<file path="src/rtl/fetch_unit.sv">
// Instruction fetch stage in front of a synchronous instruction memory.
// A skid register absorbs the one response already in flight when the
// downstream stage stalls, so no fetched address is dropped or repeated.
module fetch_unit #(
  parameter int ADDR_W = 9,
  parameter int INST_W = 32
) (
  input  logic              clk,
  input  logic              reset,
  output logic [ADDR_W-1:0] imem_addr,
  input  logic [INST_W-1:0] imem_dout,
  input  logic              stall,
  input  logic              redirect,
  input  logic [ADDR_W-1:0] redirect_pc,
  output logic [INST_W-1:0] inst_out,
  output logic [ADDR_W-1:0] pc_out,
  output logic              valid_out,
  output logic [15:0]       fetch_count
);

  typedef enum logic [1:0] {FILL, RUN, SKID} state_t;

  localparam logic [ADDR_W-1:0] PC_ONE = {{(ADDR_W-1){1'b0}}, 1'b1};

  state_t              state_q, state_d;
  logic [ADDR_W-1:0]   fetch_pc_q, fetch_pc_d;
  logic [ADDR_W-1:0]   resp_pc_q, resp_pc_d;
  logic [INST_W-1:0]   skid_inst_q, skid_inst_d;
  logic [ADDR_W-1:0]   skid_pc_q, skid_pc_d;
  logic [INST_W-1:0]   inst_q, inst_d;
  logic [ADDR_W-1:0]   pc_q, pc_d;
  logic                valid_q, valid_d;
  logic [15:0]         count_q, count_d;
  logic                out_accepts;

  assign imem_addr   = fetch_pc_q;
  assign inst_out    = inst_q;
  assign pc_out      = pc_q;
  assign valid_out   = valid_q;
  assign fetch_count = count_q;
  assign out_accepts = !stall || !valid_q;

  // Next-state and datapath selection; redirect overrides everything but reset.
  always_comb begin
    state_d     = state_q;
    fetch_pc_d  = fetch_pc_q;
    resp_pc_d   = resp_pc_q;
    skid_inst_d = skid_inst_q;
    skid_pc_d   = skid_pc_q;
    inst_d      = inst_q;
    pc_d        = pc_q;
    valid_d     = valid_q;
    count_d     = count_q;
    if (redirect) begin
      // Any in-flight response or buffered instruction is simply abandoned.
      fetch_pc_d = redirect_pc;
      valid_d    = 1'b0;
      state_d    = FILL;
    end else begin
      case (state_q)
        FILL: begin
          resp_pc_d  = fetch_pc_q;
          fetch_pc_d = fetch_pc_q + PC_ONE;
          state_d    = RUN;
        end
        RUN: begin
          if (out_accepts) begin
            inst_d     = imem_dout;
            pc_d       = resp_pc_q;
            valid_d    = 1'b1;
            if (count_q != 16'hFFFF) count_d = count_q + 16'd1;
            resp_pc_d  = fetch_pc_q;
            fetch_pc_d = fetch_pc_q + PC_ONE;
          end else begin
            // Memory data is only valid this one cycle, so park it.
            skid_inst_d = imem_dout;
            skid_pc_d   = resp_pc_q;
            state_d     = SKID;
          end
        end
        SKID: begin
          // Address is held, so the memory re-reads fetch_pc each cycle and
          // its data is valid again the cycle after we leave SKID.
          if (!stall) begin
            inst_d     = skid_inst_q;
            pc_d       = skid_pc_q;
            valid_d    = 1'b1;
            if (count_q != 16'hFFFF) count_d = count_q + 16'd1;
            resp_pc_d  = fetch_pc_q;
            fetch_pc_d = fetch_pc_q + PC_ONE;
            state_d    = RUN;
          end
        end
        default: state_d = FILL;
      endcase
    end
  end

  // State register with synchronous active-low reset.
  always_ff @(posedge clk) begin
    if (!reset) begin
      state_q     <= FILL;
      fetch_pc_q  <= '0;
      resp_pc_q   <= '0;
      skid_inst_q <= '0;
      skid_pc_q   <= '0;
      inst_q      <= '0;
      pc_q        <= '0;
      valid_q     <= 1'b0;
      count_q     <= '0;
    end else begin
      state_q     <= state_d;
      fetch_pc_q  <= fetch_pc_d;
      resp_pc_q   <= resp_pc_d;
      skid_inst_q <= skid_inst_d;
      skid_pc_q   <= skid_pc_d;
      inst_q      <= inst_d;
      pc_q        <= pc_d;
      valid_q     <= valid_d;
      count_q     <= count_d;
    end
  end

endmodule
</file>
<file path="config.mk">
export PLATFORM = sky130hd
export DESIGN_NAME = fetch_unit
export DESIGN_NICKNAME = d
export VERILOG_FILES = /design/src/rtl/fetch_unit.sv
export SDC_FILE = /design/constraint.sdc
export NUM_CORES = 1
export LEC_CHECK = 0
export ABC_AREA = 1
export BUFFER_PORTS_ARGS = -buffer_cell sky130_fd_sc_hd__buf_4
export CAP_MARGIN = 15
export CORE_ASPECT_RATIO = 0.6
export CORE_MARGIN = 5
export CORE_UTILIZATION = 59
export DETAILED_ROUTE_END_ITERATION = 12
export PLACE_DENSITY = 0.93
export REMOVE_ABC_BUFFERS = 1
export SETUP_SLACK_MARGIN = 0.05
export SKIP_CTS_REPAIR_TIMING = 1
export SYNTH_ARGS = -nofsm -noshare
export SYNTH_HDL_FRONTEND = slang
export SYNTH_SLANG_ARGS = --single-unit
</file>
<file path="constraint.sdc">
create_clock -name clk -period 2.7 [get_ports clk]
set_input_delay 0.27 -clock clk [delete_from_list [all_inputs] [get_ports clk]]
set_output_delay 0.27 -clock clk [all_outputs]
set_load 0.01 [all_outputs]
</file>
# [Word-level counts from Yosys, hierarchy flattened]
# Cells that the tools add are included.
[classes] eq_ne=8 bitwise_logic=3 addsub=2 n_reduce_logical=14 muxes=23
[op_table] op="$mux 32" count=2
[op_table] op="$pmux 32 s2" count=1
[op_table] op="$mux 9" count=7
[op_table] op="$pmux 9 s3" count=2
[op_table] op="$mux 16" count=3
[op_table] op="$pmux 16 s2" count=1
[op_table] op="$pmux 9 s2" count=1
[op_table] op="$add 16x1->16 const B" count=1
[op_table] op="$ne 16x16->1 const B" count=1
[op_table] op="$add 9x1->9 const B" count=1
[op_table] op="$reduce_and 3->1" count=3
[op_table] op="$reduce_and 4->1" count=2
[op_table] op="$ne 2x2->1 const B" count=3
[op_table] op="$ne 3x3->1 const B" count=2
[op_table] op="$pmux 2 s3" count=1
[op_table] op="$mux 2" count=2
[op_table] op="$reduce_bool 4->1" count=1
[op_table] op="$not 1->1" count=3
[op_table] op="$reduce_bool 3->1" count=1
[op_table] op="$eq 2x1->1 const B" count=1
[op_table] op="$eq 2x2->1 const B" count=1
[op_table] op="$logic_not 1->1" count=2
[op_table] op="$logic_not 2->1" count=1
[op_table] op="$mux 1" count=2
[op_table] op="other kinds (5)" count=5
[word_totals] inputBits=45 ff_bits=119

# [Longest topological paths before layout]
[logic_depth] ltp_word=5 mapped_depth=10

# [Least setup slack after synthesis]
# Ideal clock, no wire load.
[synth_path] path_type="register to register" from="reg count_q[0], in the netlist fetch_count[0]" to="reg count_q[13], in the netlist fetch_count[13]" path_stages_with_launch=10 required_time_ns=2.587 synth_period_minus_slack_ns=1.579 slack_ns=1.121 setup_ns=0.113 arrival_ns=1.466 cell_sequence="dfxtp_1 > ha_1 > nand2_1 > nor2_4 > nand2_4 > nor2_4 > nor2_8 > buf_6 > a21oi_2 > nor2_1"
[synth_between] elab_chain_len=4 word_cells_on_any_way=6
[synth_lines] element="start: declaration" line_no="33" text="logic [15:0] count_q, count_d;"
[synth_lines] element="start signal: assignment" line_no="120" text="count_q <= count_d;"
[synth_lines] element="$add 16x1->16 or $ne 16x16->1 (tied branches)" line_no="71, 88"
[synth_lines] element="$mux 16 *" line_no="71, 88"
[synth_lines] element="$mux 16 (on tied branches)" line_no="84, 67"
[synth_lines] element="$pmux 16 s2 *" line_no="60" text="case (state_q)"
# Mark *: on every way between the ends. The rest lies on a longest branch, timed or not. The select of a mux whose other input is x is not followed.
# A chain may end at the register's enable or synchronous reset.

# [Worst setup path in the final report]
[layout_path] from="reg state_q[0]" to="reg count_q[9], in the netlist fetch_count[9]"
[layout_between] elab_chain_len=3 word_cells_on_any_way=7
[layout_lines] element="start: declaration" line_no="25" text="state_t state_q, state_d;"
[layout_lines] element="start signal: assignment" line_no="112" text="state_q <= state_d;"
[layout_lines] element="$eq 2x1->1 or $eq 2x2->1 (tied branches)" line_no="60"
[layout_lines] element="$ne 2x2->1 (no line) or $reduce_bool 2->1 (tied branches)"
[layout_lines] element="$reduce_and 4->1 (no line)"
# Several ways; a longest one is shown, not always the timed one.

==> results.md <==
* Longest Clk Path Bufs at 2
* CP endpoint: fetch_count[9]$_SDFFE_PN0P_
* H-tree levels at 4
* CP most frequent cell: nand2_2
* Clk_skew at 0.00618 ns
* CP arrival at roughly 2.3 ns
* Final Hold Vio Count at 0
* CTS tree: yes
* Num CTS Buffers at 17
* Reg2Reg Launch Point: state_q[0]$_SDFFE_PP0P_
* CTS root buf: clkbuf_16
* Slew margin rel. at 0.558
* Xor/xnor share of the synthesized area at 0.0130
* CP Capture Type: register
* Slew Viols, Final at 0
* Detailed Route WL at between 10 and 15 mm
* RSZ-0062 raised after global routing: false
* Worst reg2reg setup slack at slightly above 0.6 ns
* Worst path bufs/invs at 1
* Slowest CP cell: nor2_4
* Power per Cell Area at between 600 and 700 mW/mm2
* CP Launch Point: state_q[0]$_SDFFE_PP0P_
* Crit share post-route at 0.770
* Startpoint types: register
* Ys Warns at 0
* Clk_lat worst skew at between 0.4 and 0.5 ns
* Wire per inst at 14.4 um
* Grt ovf at 0
* Hold path depth at 3
* Class of the worst hold path: in2reg
* Async SR Flop Fraction at 0
* Synth Area in Compound Gates at 0.195
* Initial Util at 0.597
* IO Pins at 112
* Synth Area in Simple Gates at 0.246
* Die Area at around 0.011 mm2
* Worst Path Required at between 2 and 3 ns
* Maximum VDD drop at between 0.0005 and 0.0006 V
* Achievable clock frequency at around 0.48 GHz
* Crit Path Class: reg2reg
* Worst Path Max Fanout at 20
* R2r endpoint: fetch_count[9]$_SDFFE_PN0P_
* DR pass1 iterations at 5
* Die Width at roughly 130 um
* Largest net degree at the start of global routing at slightly above 80
* Post-synthesis mux area share at 0
* Layout cells sized above 1 at 0.195
* Leakage at 0.00291 uW
* Via count at about 5300
* Cell depth of the worst setup path at 8
* Crit path time final at between 2 and 2.5 ns
* Clk sinks at 119
* Placer Congestion at ~0.9
* EDFF count, synth at 0
* First DRT Iteration DRCs at about 450
* Cells on worst reg2reg path at 8
* Worst Tran Pin Value at approximately 0.66 ns
* Hold_ws at around 0.11 ns
* DR vias/cell at approximately 5.4
* #FFs+latches synth at 119
* Cell variety after synth at 34
* First-pass GRT wire length at between 20 and 25 mm
* Largest family of logic cells by synthesized area: simple AND/OR/NAND/NOR gates
* Critical path, cell by cell: inv_1 -> ha_2 -> nand2_2 -> nand2_2 -> nor2_4 -> o21ai_4 -> nand2_1 -> a21oi_1
* Initial antenna violation count at 0
* Worst-path clk slew at 0.05 ns
* HP Start: imem_dout[28]
* Core Area at around 0.0091 mm2
* ANT cells at 0
* Vias in the first global route at about 4900
* Sequential fraction of the synthesis area at 0.441
* Synthesized area at roughly 0.0054 mm2
* Largest delay share family, worst path: simple AND/OR/NAND/NOR gates
* GRT Resource Usage Total at 0.255
* Area delta synth->final at 27.0%
* Core Util, Final at 0.759
* Top_reg_cell synth: dfxtp_1
* Status: complete, no violations
* Max incr delay on CP at roughly 0.46 ns
* # rows at 27
* Endpoints failing setup at 0
* # port buffers at around 110
* Mapped Cells at between 700 and 800
* Height of the die at 84.2 um
* Final HPWL DP at 9.28 mm
* Maxcap violations at 0
* Final ANT Viol Nets at 0
* Adder-cell area share of the yosys netlist at 0.0162
* Final nets at 910
* Drt drc at 0
* Synth Area per Inst at 7.10 um2
## layer usage
layer	wire length (um)	vias to the layer above	track usage
met1	6490	2382	0.351
met4	249	0	0.0840
li1	-	2659	-
met2	6140	221	0.378
met5	0	-	0
met3	1320	30	0.0874
## stage by stage
stage	power, uW	instance area, um2	instances	setup WS (ns)	setup TNS [ns]
global placement	2310	6270	955	0.766	0
CTS	4630	6870	986	0.656	0
detailed placement	2320	6270	955	0.701	0
finish	4620	6870	986	0.622	0
floorplan	2110	5190	720	-0.208	-7.15
global route	4760	6870	986	0.391	0
## where the power goes
part / total [uW] / leakage (uW) / internal (uW) / switching (uW)
sequential: 1860 / 0.000963 / 1810 / 48.0
combinational: 438 / 0.00164 / 181 / 257
clock: 2330 / 0.000303 / 1550 / 779
total: 4620 / 0.00291 / 3540 / 1080
## registers in the layout (all words and copies together) (netlist names)
signal	flops
fetch_count	16
imem_addr	9
inst_out	32
pc_out	9
resp_pc_q	9
skid_inst_q	32
skid_pc_q	9
state_q	2
valid_out	1
## cell type report
type	count	area, um2
multi-input cells	531	2540
flip-flops and latches	119	2380
fillers	665	2190
repair buffers	119	931
clock buffers	20	447
inverters	70	263
clock inverters	11	155
well taps	116	145
## cell usage after synthesis, types with 2 or more instances
cell	instances	area (um2)
clkbuf_1	18	67.6
xor2_1	4	35.0
xnor2_1	4	35.0
inv_2	3	11.3
buf_4	5	37.5
a31oi_1	3	18.8
buf_2	15	75.1
dfxtp_1	119	2380
nand2_2	5	31.3
nor2_4	4	45.0
nand3_1	30	150
nand2_1	219	822
ha_1	7	87.6
nor2_1	36	135
a21oi_2	2	17.5
nand3b_1	2	15.0
o21ai_0	89	445
buf_6	3	33.8
a21oi_1	107	536
inv_1	66	248
nand4_1	8	50.1
## tightest hold or removal path: stages
cell and delay [ns]:
buf_4 0.08, inv_1 0.04, a21oi_1 0.10
## worst min path at each step
| stage | slack [ns] | end |
|---|---|---|
| finish | 0.11 | skid_inst_q[28]$_SDFFE_PN0P_ |
| global route | 0.11 | skid_inst_q[28]$_SDFFE_PN0P_ |
| CTS | 0.1 | skid_inst_q[28]$_SDFFE_PN0P_ |
| detailed placement | 0.45 | resp_pc_q[0]$_SDFFE_PN0P_ |
| global placement | 0.45 | resp_pc_q[5]$_SDFFE_PN0P_ |
| floorplan | 0.39 | fetch_count[15]$_SDFFE_PN0P_ |
## placed cells by master (no fill, tap or decap), types with 8 or more instances in the layout
cell type / synthesis / routed
a21oi_1: 107 / 107
inv_1: 66 / 66
clkbuf_16: 0 / 17
dfxtp_1: 119 / 119
o21ai_0: 89 / 89
nand4_1: 8 / 8
nand2_1: 219 / 219
buf_4: 5 / 116
nor2_1: 36 / 36
nand3_1: 30 / 30
## kinds of logic after synthesis
logic type / count (synthesis)
and+or+nand+nor: 311
AOI/OAI and AO/OA: 205
DFF: 119
buffers and inverters: 112
xor gates and xnor gates: 8
adders and majority gates: 7
Note: power is estimated with default switching activity, not from simulation.
